--- src/rtl/pipe_pkg.sv ---
// -----------------------------------------------------------------------------
// pipe_pkg
// Shared types and constants for the elastic pipeline stage register.
//   - pipe_state_e   : occupancy state of the 2-entry stage (EMPTY/ONE/TWO)
//   - IF_ID_DATA_W   : default payload width for the IF/ID boundary {PC, Instr}
//   - ID_EX_DATA_W   : default payload width for the ID/EX boundary
//   - ARM_NOP        : canonical ARM no-op encoding (MOV r0, r0)
//   - if_id_payload(): packs a PC / instruction pair into an IF/ID payload
// -----------------------------------------------------------------------------
package pipe_pkg;

    // Occupancy of the stage: EMPTY = no entry, ONE = main only, TWO = main + skid.
    typedef enum logic [1:0] {
        EMPTY = 2'd0,
        ONE   = 2'd1,
        TWO   = 2'd2
    } pipe_state_e;

    // {PC[31:0], Instruction[31:0]}
    localparam int unsigned IF_ID_DATA_W = 64;
    // {PC, Rn value, Rm value, Instruction}
    localparam int unsigned ID_EX_DATA_W = 128;

    // MOV r0, r0 (condition AL): architectural no-op.
    localparam logic [31:0] ARM_NOP = 32'hE1A0_0000;

    // A NOP-carrying IF/ID bubble, for instances that prefer a real NOP over zeros.
    localparam logic [IF_ID_DATA_W-1:0] IF_ID_NOP_BUBBLE = {32'h0, ARM_NOP};

    function automatic logic [IF_ID_DATA_W-1:0] if_id_payload(
        input logic [31:0] pc,
        input logic [31:0] instr
    );
        return {pc, instr};
    endfunction

endpackage

--- src/rtl/pipe_sat_counter.sv ---
// -----------------------------------------------------------------------------
// pipe_sat_counter
// Saturating up-counter used for the stage's optional performance counters.
// Ports:
//   clk      in   rising-edge clock
//   rst      in   asynchronous reset, active-low (clears the count)
//   i_inc    in   increment request for this cycle
//   o_count  out  current count; sticks at all-ones once reached
// -----------------------------------------------------------------------------
module pipe_sat_counter #(
    parameter int unsigned CNT_W = 16
) (
    input  logic             clk,
    input  logic             rst,
    input  logic             i_inc,
    output logic [CNT_W-1:0] o_count
);

    localparam logic [CNT_W-1:0] CNT_ONE = 1;
    localparam logic [CNT_W-1:0] CNT_MAX = '1;

    logic [CNT_W-1:0] r_count;
    logic [CNT_W-1:0] w_count_nxt;

    always_comb begin
        w_count_nxt = r_count;
        if (i_inc && (r_count != CNT_MAX)) begin
            w_count_nxt = r_count + CNT_ONE;
        end
    end

    always_ff @(posedge clk or negedge rst) begin
        if (!rst) begin
            r_count <= '0;
        end else begin
            r_count <= w_count_nxt;
        end
    end

    assign o_count = r_count;

endmodule

--- src/rtl/pipe_stage_reg.sv ---
// -----------------------------------------------------------------------------
// pipe_stage_reg
// Elastic pipeline register carrying an opaque DATA_W payload between two
// pipeline stages with a valid/ready handshake. A main entry plus a skid entry
// let in_ready depend only on registered state (and freeze), so the upstream
// ready path never sees out_ready combinationally. Freeze stalls both sides;
// flush kills every held and incoming entry and refills with BUBBLE.
//
// Optional feature (macro PIPE_STAGE_PERF_CNT_EN): adds parameter CNT_W and the
// saturating performance counters stall_cnt / flush_cnt.
//
// Ports:
//   clk        in   rising-edge clock
//   rst        in   asynchronous reset, active-low
//   freeze     in   stall: no accept and no issue this cycle
//   flush      in   synchronous kill of all held and incoming entries
//   in_valid   in   upstream payload valid
//   in_data    in   upstream payload
//   in_ready   out  stage can accept (from registered state, masked by freeze)
//   out_valid  out  downstream payload valid
//   out_data   out  downstream payload (BUBBLE when empty)
//   out_ready  in   downstream accepts
//   stall_cnt  out  [macro] cycles a valid entry was held back
//   flush_cnt  out  [macro] flush cycles that killed at least one valid entry
// -----------------------------------------------------------------------------
module pipe_stage_reg
    import pipe_pkg::*;
#(
    parameter int unsigned       DATA_W = IF_ID_DATA_W,
    parameter logic [DATA_W-1:0] BUBBLE = {DATA_W{1'b0}}
`ifdef PIPE_STAGE_PERF_CNT_EN
    ,
    parameter int unsigned       CNT_W  = 16
`endif
) (
    input  logic              clk,
    input  logic              rst,
    input  logic              freeze,
    input  logic              flush,
    input  logic              in_valid,
    input  logic [DATA_W-1:0] in_data,
    output logic              in_ready,
    output logic              out_valid,
    output logic [DATA_W-1:0] out_data,
    input  logic              out_ready
`ifdef PIPE_STAGE_PERF_CNT_EN
    ,
    output logic [CNT_W-1:0]  stall_cnt,
    output logic [CNT_W-1:0]  flush_cnt
`endif
);

    pipe_state_e       r_state;
    pipe_state_e       w_state_nxt;
    logic [DATA_W-1:0] r_main_data;
    logic [DATA_W-1:0] w_main_data_nxt;
    logic [DATA_W-1:0] r_skid_data;
    logic [DATA_W-1:0] w_skid_data_nxt;

    logic w_main_valid;
    logic w_skid_valid;
    logic w_accept;
    logic w_issue;

    // Entry validity is implied by the occupancy state; a skid entry only
    // exists while the main entry is also occupied.
    assign w_main_valid = (r_state == ONE) || (r_state == TWO);
    assign w_skid_valid = (r_state == TWO);

    assign in_ready  = ~w_skid_valid & ~freeze;
    assign out_valid = w_main_valid & ~freeze;
    assign out_data  = r_main_data;

    // Both handshakes already include ~freeze through in_ready / out_valid.
    assign w_accept = in_valid & in_ready;
    assign w_issue  = out_valid & out_ready;

    // Next-state and data-path steering.
    always_comb begin
        w_state_nxt     = r_state;
        w_main_data_nxt = r_main_data;
        w_skid_data_nxt = r_skid_data;

        if (flush) begin
            // Flush outranks freeze and drops the input presented this cycle.
            w_state_nxt     = EMPTY;
            w_main_data_nxt = BUBBLE;
            w_skid_data_nxt = BUBBLE;
        end else if (!freeze) begin
            case (r_state)
                EMPTY: begin
                    if (w_accept) begin
                        w_state_nxt     = ONE;
                        w_main_data_nxt = in_data;
                    end
                end
                ONE: begin
                    if (w_accept && w_issue) begin
                        w_main_data_nxt = in_data;
                    end else if (w_accept) begin
                        w_state_nxt     = TWO;
                        w_skid_data_nxt = in_data;
                    end else if (w_issue) begin
                        w_state_nxt     = EMPTY;
                        w_main_data_nxt = BUBBLE;
                    end
                end
                TWO: begin
                    // in_ready is low here, so only the drain path exists.
                    if (w_issue) begin
                        w_state_nxt     = ONE;
                        w_main_data_nxt = r_skid_data;
                        w_skid_data_nxt = BUBBLE;
                    end
                end
                default: begin
                    w_state_nxt     = EMPTY;
                    w_main_data_nxt = BUBBLE;
                    w_skid_data_nxt = BUBBLE;
                end
            endcase
        end
    end

    always_ff @(posedge clk or negedge rst) begin
        if (!rst) begin
            r_state     <= EMPTY;
            r_main_data <= BUBBLE;
            r_skid_data <= BUBBLE;
        end else begin
            r_state     <= w_state_nxt;
            r_main_data <= w_main_data_nxt;
            r_skid_data <= w_skid_data_nxt;
        end
    end

`ifdef PIPE_STAGE_PERF_CNT_EN
    logic w_stall_inc;
    logic w_flush_inc;

    // A held-back valid entry: downstream not ready, or the stage is frozen.
    assign w_stall_inc = w_main_valid & (~out_ready | freeze);
    // A skid entry implies a main entry, so main_valid covers "any valid entry".
    assign w_flush_inc = flush & w_main_valid;

    pipe_sat_counter #(
        .CNT_W (CNT_W)
    ) u_stall_cnt (
        .clk     (clk),
        .rst     (rst),
        .i_inc   (w_stall_inc),
        .o_count (stall_cnt)
    );

    pipe_sat_counter #(
        .CNT_W (CNT_W)
    ) u_flush_cnt (
        .clk     (clk),
        .rst     (rst),
        .i_inc   (w_flush_inc),
        .o_count (flush_cnt)
    );
`endif

endmodule

--- config.mk ---
export PLATFORM = sky130hd
export DESIGN_NAME = pipe_stage_reg
export DESIGN_NICKNAME = d
export VERILOG_FILES = /design/src/rtl/pipe_pkg.sv /design/src/rtl/pipe_sat_counter.sv /design/src/rtl/pipe_stage_reg.sv
export SDC_FILE = /design/constraint.sdc
export NUM_CORES = 1
export LEC_CHECK = 0
export ABC_AREA = 0
export CORE_MARGIN = 2
export CORE_UTILIZATION = 55
export CTS_CLUSTER_DIAMETER = 30
export DETAILED_ROUTE_END_ITERATION = 12
export PLACE_DENSITY_LB_ADDON = 0.2
export SLEW_MARGIN = 20
export SYNTH_ARGS = -nofsm -noshare
export SYNTH_HDL_FRONTEND = slang
export SYNTH_SLANG_ARGS = --single-unit
--- constraint.sdc ---
create_clock -name clk -period 3.3 [get_ports clk]
set_input_delay 0.66 -clock clk [delete_from_list [all_inputs] [get_ports clk]]
set_output_delay 0.66 -clock clk [all_outputs]
set_load 0.01 [all_outputs]
[Word level (Yosys, flattened, before mapping)]
Index checks and enable logic that the tools add are counted.
Operators by class
  bitwise logic cells: 6
  muxes and demuxes: 20
  reduce and logical (&&, ||, !) cells: 6
  eq/ne operators: 11
Operators by type and width (count)
  $mux 64: 10
  $pmux 64 s3: 2
  $reduce_and 5->1: 3
  $mux 2: 7
  $ne 3x3->1 const B: 3
  $ne 4x3->1 const B: 2
  $pmux 2 s3: 1
  $and 1x1->1: 4
  $ne 4x4->1 const B: 1
  $ne 3x2->1 const B: 1
  $eq 2x1->1 const B: 1
  $eq 2x2->1 const B: 1
  $logic_not 2->1: 1
  $ne 2x1->1 const B: 1
  $ne 2x2->1 const B: 1
  $not 1->1: 2
  $logic_and 1x1->1: 1
  $logic_or 1x1->1: 1
Storage, ports and cells
  input port bits: 70
  output and inout bits: 66
  bits in registers: 130

[Longest topological paths before layout]
Gate-level depths: netlist of run 1.
  depth in word-level cells: 10
  mapped depth: 8
  depth with buffers taken out: 7

[Worst setup path after synthesis of run 1]
OpenSTA, ideal clock, no wires.
  path type: register to register
  from: register r_state[0]
  to: register r_main_data[0], in the netlist out_data[0]
  data required time: 3.225 ns
  library setup time: 0.075 ns
  path buffers: 1
  arrival time: 1.691 ns
  path slack: 1.534 ns
  stages on the path, launching flop included: 8
  clock period less this slack: 1.766 ns
  cell sequence: dfrtp_1 > inv_1 > ha_1 > nand3b_4 > o21ai_4 > clkbuf_1 > a22oi_1 > o2bb2ai_2
On the way
  word-level cells in the longest chain between the ends: 9
  elaborated cells on any way between the ends: 19
RTL lines
  from (decl): line pipe_stage_reg.sv:53  | pipe_state_e r_state;
  from (signal assigned): line pipe_stage_reg.sv:131  | r_state <= w_state_nxt;
  $eq 2x1->1 or $eq 2x2->1 (tied branches): line pipe_stage_reg.sv:67, pipe_stage_reg.sv:90, pipe_stage_reg.sv:68
  $logic_or 1x1->1 or $not 1->1 (tied branches): line pipe_stage_reg.sv:67, pipe_stage_reg.sv:70
  $and 1x1->1 (on tied branches): line pipe_stage_reg.sv:71, pipe_stage_reg.sv:70
  $and 1x1->1 (on tied branches): line pipe_stage_reg.sv:76, pipe_stage_reg.sv:75
  $logic_and 1x1->1: line pipe_stage_reg.sv:98  | if (w_accept && w_issue) begin
  $mux 64: line pipe_stage_reg.sv:98
  $pmux 64 s3: line pipe_stage_reg.sv:90  | case (r_state)
  $mux 64: line pipe_stage_reg.sv:89  | end else if (!freeze) begin
  $mux 64: line pipe_stage_reg.sv:84  | if (flush) begin
  to (signal assigned): line pipe_stage_reg.sv:132  | r_main_data <= w_main_data_nxt;
  to (decl): line pipe_stage_reg.sv:55  | logic [DATA_W-1:0] r_main_data;
Several ways; a longest one is shown, not always the timed one. The select of a mux whose other input is x is not followed.
A chain may end at the register's enable or synchronous reset.

[Worst setup path after layout of run 1]
  from: input port freeze
  to: output port in_ready
On the way
  word-level cells in the longest chain between the ends: 2
RTL lines
  from (decl): line pipe_stage_reg.sv:38  | input logic freeze,
  $not 1->1: line pipe_stage_reg.sv:70  | assign in_ready = ~w_skid_valid & ~freeze;
  $and 1x1->1: line pipe_stage_reg.sv:70
  to (decl): line pipe_stage_reg.sv:42  | output logic in_ready,
Every way passes these cells.

==> results.tsv, run 1 <==
metric	value	unit
CP Data Required Time	2.64	ns
vias in the first global route	5573	
setup bufs post-CTS	0	
Core Region	11420	µm²
final worst-path cycle share	84.00	%
maximum vdd drop	0.4529	mV
clock skew	0.01033	ns
GPL Wtd Cong	0.8605	
first-pass GRT wire length	29.68	mm
CTS H-tree lvls	4	
ANT nets after route	0	
YS warnings	0	
Final Util	73.24	%
clock sink total	130	
cell taking the most area after synthesis	dfrtp_1	
synthesized area per cell	11.72	µm²
Post-CTS Resized	0	
routing usage on met2	44.66	%
most common cell in the netlist	dfrtp_1	
Leak	3.336	nW
P&R area growth vs syn	29.53	%
Yosys top cell area share	50.39	%
setup violators final	0	
number of iterations in the first detailed-routing pass	5	
total gr overflow	0	
pin count of the biggest net entering global routing	80	
Routed WL	18.00	mm
largest cells by area after synthesis	dfrtp_1, o2bb2ai_2, a22oi_1	
Worst-path clk slew	0.06	ns
Mapped Cells	551	
post-DP HPWL	10.25	mm
Synth async-reset ratio	100.0	%
Synth Flop Type	dfrtp_1	
GRT Total Usage	29.59	%
# nets final	728	
row cnt	39	
Worst EP arrival	2.11	ns
Hold Crit Class	primary input to async pin	
number of CTS-inserted buffers	17	
post-DR vias/cell	6.687	
status	completed	
share of cells above drive strength 1	17.89	%
crit path time final	2.772	ns
DRC viols	0	
achievable frequency	360.8	MHz
Final Slew Violations	0	
Port-buffer cells	135	
setup tns final	0	ns
CTS root buf	clkbuf_16	
hold_buf cts	0	
register bit count reported by yosys	130	
Routed WL per cell	22.28	µm
Worst setup EP type	output pin	
Cell Area, Synth	6456	µm²
sequential-to-total area share from yosys stat	50.39	%
die width	112.3	µm
slew margin rel.	47.35	%
EDFF count, synth	0	
GRT Max-Usage Layer	met2	
GR Util met3	7.451	%
initial antenna violation count	0	
Worst Max-Slew Pin Slew	0.7897	ns
I/O pin count	136	
overall power	4.677	mW
Syn Nets	625	
CTS tree	built	
Synth cell types	37	
initial drt markers	486	
met1 track demand over resource	42.18	%
crit-path max FO	6	
via count	5403	
die area	12620	µm²
Clock Latency Late Sink	0.42	ns
commonest cells in the netlist	dfrtp_1, o21ai_0, a21oi_1, a22oi_1, nand4_1	
DIE HEIGHT	112.3	µm
RSZ-0062 raised after global routing	false	
maxcap violations	0	
final hold viol count	0	
Starting Density	56.54	%
CP Launch Type	primary input	
PD cells	559.2	nW/µm²
critical path class	primary input to output pin	
clk buf depth	2	
diode count	0	
-- routing by layer --
layer	vias up	routed length [µm]
met4	0	288
met5	-	0
met2	256	8702
li1	2360	-
met3	31	1285
met1	2756	7728
-- metrics by stage --
step                      worst slack, ns  cells  cell area, µm²  hold WS [ns]
final                              0.5281    808            8363        0.2902
after global routing               0.4774    808            8363        0.3381
after CTS                          0.5348    808            8363        0.3106
after detailed placement           0.4770    778            7777        0.4744
after global placement             0.5627    778            7777        0.4763
after floorplan                     1.534    551            6456        0.3644
-- sequential cells by signal (all words and copies together), names as in the netlist --
name         count
out_data        64
r_skid_data     64
r_state          2
-- cells by family after synthesis --
| group | Yosys count | synth area share [%] |
|---|---|---|
| fa+ha+maj | 4 | 0.7752 |
| compound gates | 268 | 33.97 |
| buf+inv | 70 | 6.705 |
| simple gates | 79 | 8.159 |
| flops | 130 | 50.39 |
-- final cells by class --
type | count | area (µm²)
timing repair buffer | 149 | 1536
tap | 143 | 178.9
multi-input combinational | 351 | 2790
clock inverter | 3 | 42.54
fill | 835 | 3055
clock buffer | 27 | 543.0
inverter | 5 | 18.77
sequential | 130 | 3253
-- worst paths after layout --
kind | cells after the start | to | slack, ns | startpoint
max reg2reg | 7 | r_skid_data[45] | 0.95 | r_state[0]
max in group asynchronous | 2 | r_skid_data[58] | 2.15 | rst
min | 1 | out_data[21] | 0.29 | rst
max | 4 | in_ready | 0.53 | freeze
min reg2reg | 1 | out_data[60] | 0.49 | out_data[60]
min in group clk | 1 | out_data[60] | 0.49 | out_data[60]
-- worst max-delay path, stage by stage --
cell and delay [ns]:
clkdlybuf4s50_1 0.51, or2_4 0.31, inv_2 0.09, clkdlybuf4s50_1 0.54
-- power by group --
part	total, mW	internal (mW)	switching (mW)
Combinational	1.03	0.450	0.576
Clock	1.85	1.19	0.659
Sequential	1.81	1.71	0.0946
-- cells in the final DEF (no fill, tap or decap), types with 2 or more instances in the layout --
cell type | synthesis | layout
nor2_1 | 2 | 2
clkbuf_8 | 0 | 8
buf_12 | 0 | 7
clkdlybuf4s50_1 | 0 | 133
o21ai_0 | 65 | 65
o2bb2ai_1 | 4 | 4
a21oi_1 | 64 | 64
a22oi_1 | 64 | 64
inv_1 | 4 | 4
nand4_1 | 64 | 64
o2bb2ai_2 | 60 | 60
clkbuf_16 | 0 | 17
ha_1 | 4 | 2
ha_2 | 0 | 2
buf_4 | 1 | 8
dfrtp_1 | 130 | 130
nor3_1 | 2 | 2
clkbuf_1 | 21 | 2
o21ai_4 | 3 | 4
No activity file was read; power rests on OpenSTA's default activity.
==> run 2, diff against run 1 <==
- CORE_UTILIZATION: 55 -> 51
- clock period: 3.3 -> 2.7 ns (I/O delays scaled with it)
==> run 2 against run 1 <==
Compared with the run above:
- clock skew shrank 0.0018 ns
- via count increased by 1.1%
- worst setup slack got worse by 0.37 ns
- hold slack got worse by 0.19 ns
- wire length grew 1.1%
- final cell count rose by 4.6%
==> results.tsv, run 2 (synthesis results as in run 1) <==
metric	value	unit	change
Final Util	68.15	%	-5.1 points
hold_buf cts	0		unchanged
die width	116.5	µm	+3.7%
final worst-path cycle share	94.08	%	
maximum vdd drop	0.4209	mV	-7.1%
Clock Latency Late Sink	0.42	ns	about the same
routing usage on met2	43.02	%	-1.6 points
most common cell after layout, fill and taps aside	clkdlybuf4s50_1		
I/O pin count	136		unchanged
Core Region	12470	µm²	+9.2%
clock sink total	130		unchanged
Post-CTS Resized	0		unchanged
setup violators final	0		unchanged
status	completed		
clk buf depth	2		unchanged
combinational power share	20.7	%	-1.2 points
Final Slew Violations	0		unchanged
Clk pwr share	42.7	%	+3.2 points
Hold Slack	0.1013	ns	-0.1889 ns
Worst setup EP type	output pin		
sw frac	27.59	%	-0.83 points
critical path class	flop to output pin		
final setup margin	0.1599	ns	-0.3682 ns
vias in the first global route	5479		-1.7%
Routed WL	18.20	mm	+1.1%
achievable frequency	393.7	MHz	
placed cell count	813		+4.5%
CP Data Required Time	2.16	ns	-0.48 ns
GRT Total Usage	27.62	%	-2.0 points
Routed WL per cell	21.54	µm	-3.3%
Sequential Power Share	36.5	%	-2.1 points
pin count of the biggest net entering global routing	65		-19%
post-DR vias/cell	6.466		-3.3%
ANT nets after route	0		unchanged
GRT Max-Usage Layer	met2		
CTS H-tree lvls	4		unchanged
number of CTS-inserted buffers	17		unchanged
diode count	0		unchanged
maxcap violations	0		unchanged
Place WS	0.2731	ns	-0.2039 ns
first-pass GRT wire length	29.08	mm	-2.0%
final hold viol count	0		unchanged
post-DP HPWL	10.69	mm	+4.3%
Worst-path clk slew	0.06	ns	about the same
Port-buffer cells	135		unchanged
clock skew	0.008522	ns	-0.001808 ns
share of cells above drive strength 1	19.02	%	+1.1 points
Leak	3.390	nW	+1.6%
Finished Layout Cells	845		+4.6%
PD cells	710.4	nW/µm²	+27%
RSZ-0062 raised after global routing	false		
DIE HEIGHT	116.5	µm	+3.7%
met1 track demand over resource	38.42	%	-3.8 points
GPL Wtd Cong	0.8556		-0.57%
initial antenna violation count	0		unchanged
number of iterations in the first detailed-routing pass	5		unchanged
via count	5464		+1.1%
# nets final	734		+0.82%
setup bufs post-CTS	0		unchanged
Sw Pwr	1.665	mW	+25%
crit-path max FO	4		-2
commonest non-fill, non-tap cells in the layout	clkdlybuf4s50_1, dfrtp_1, o21ai_0		
CTS tree	built		
P&R area growth vs syn	31.59	%	
total gr overflow	0		unchanged
Hold Crit Class	primary input to async pin		
Worst EP arrival	2.00	ns	-0.11 ns
instance area at placement	7834	µm²	+0.72%
slew margin rel.	60.38	%	+13 points
setup tns final	0	ns	unchanged
CTS root buf	clkbuf_16		
crit path time final	2.540	ns	
DRC viols	0		unchanged
Worst Max-Slew Pin Slew	0.5925	ns	-0.1972 ns
row cnt	41		+5.1%
Starting Density	51.79	%	-4.8 points
Finished Cell Area	8496	µm²	+1.6%
overall power	6.035	mW	+29%
initial drt markers	493		+1.4%
GR Util met3	6.954	%	-0.50 points
CP Launch Type	flop		
die area	13580	µm²	+7.6%
internal power	4.370	mW	+31%
run 2: changes by cell type in the layout (fill, tap and decap cells not counted):
cell       delta
clkinv_2      +3
buf_4         +8
bufinv_16     +4
clkbuf_1      -1
buf_12        -2
clkbuf_8      -4
run 2: worst max-delay path: stages, from the launching register on:
cell	delay (ns)
dfrtp_1	0.40
inv_1	0.09
ha_2	0.20
or2_4	0.28
inv_2	0.08
clkdlybuf4s50_1	0.53
run 2: power by group through the flow:
stage | registers (mW) | clock network [mW] | logic, mW
after global placement | 2.23 | 0 | 1.22
after detailed placement | 2.23 | 0 | 1.24
after floorplan | 2.27 | 0 | 0.654
final | 2.21 | 2.58 | 1.25
after global routing | 2.22 | 2.68 | 1.33
after CTS | 2.21 | 2.59 | 1.25
run 2: area by class of cell:
| cell class | instances | area [µm²] |
|---|---|---|
| flip-flops and latches | 130 | 3253 |
| clock inverters | 10 | 177.7 |
| clock buffers | 22 | 484.2 |
| fillers | 890 | 3970 |
| well taps | 172 | 215.2 |
| multi-input cells | 351 | 2790 |
| inverters | 5 | 18.77 |
| repair buffers | 155 | 1556 |
run 2: layer usage:
layer  wire length, µm  up-vias
li1                  -     2379
met1              7777     2788
met2              8882      280
met3              1374       17
met4               164        0
met5                 0        -
run 2: worst paths after layout:
check	startpoint	end	slack (ns)	depth (start not counted)
min reg2reg	out_data[4]	out_data[4]	0.49	1
min in group clk	flush	r_state[0]	0.42	2
min	rst	out_data[16]	0.10	1
max reg2reg	r_state[0]	out_data[30]	0.40	8
max	r_state[0]	in_ready	0.16	5
max in group asynchronous	rst	out_data[29]	1.74	2
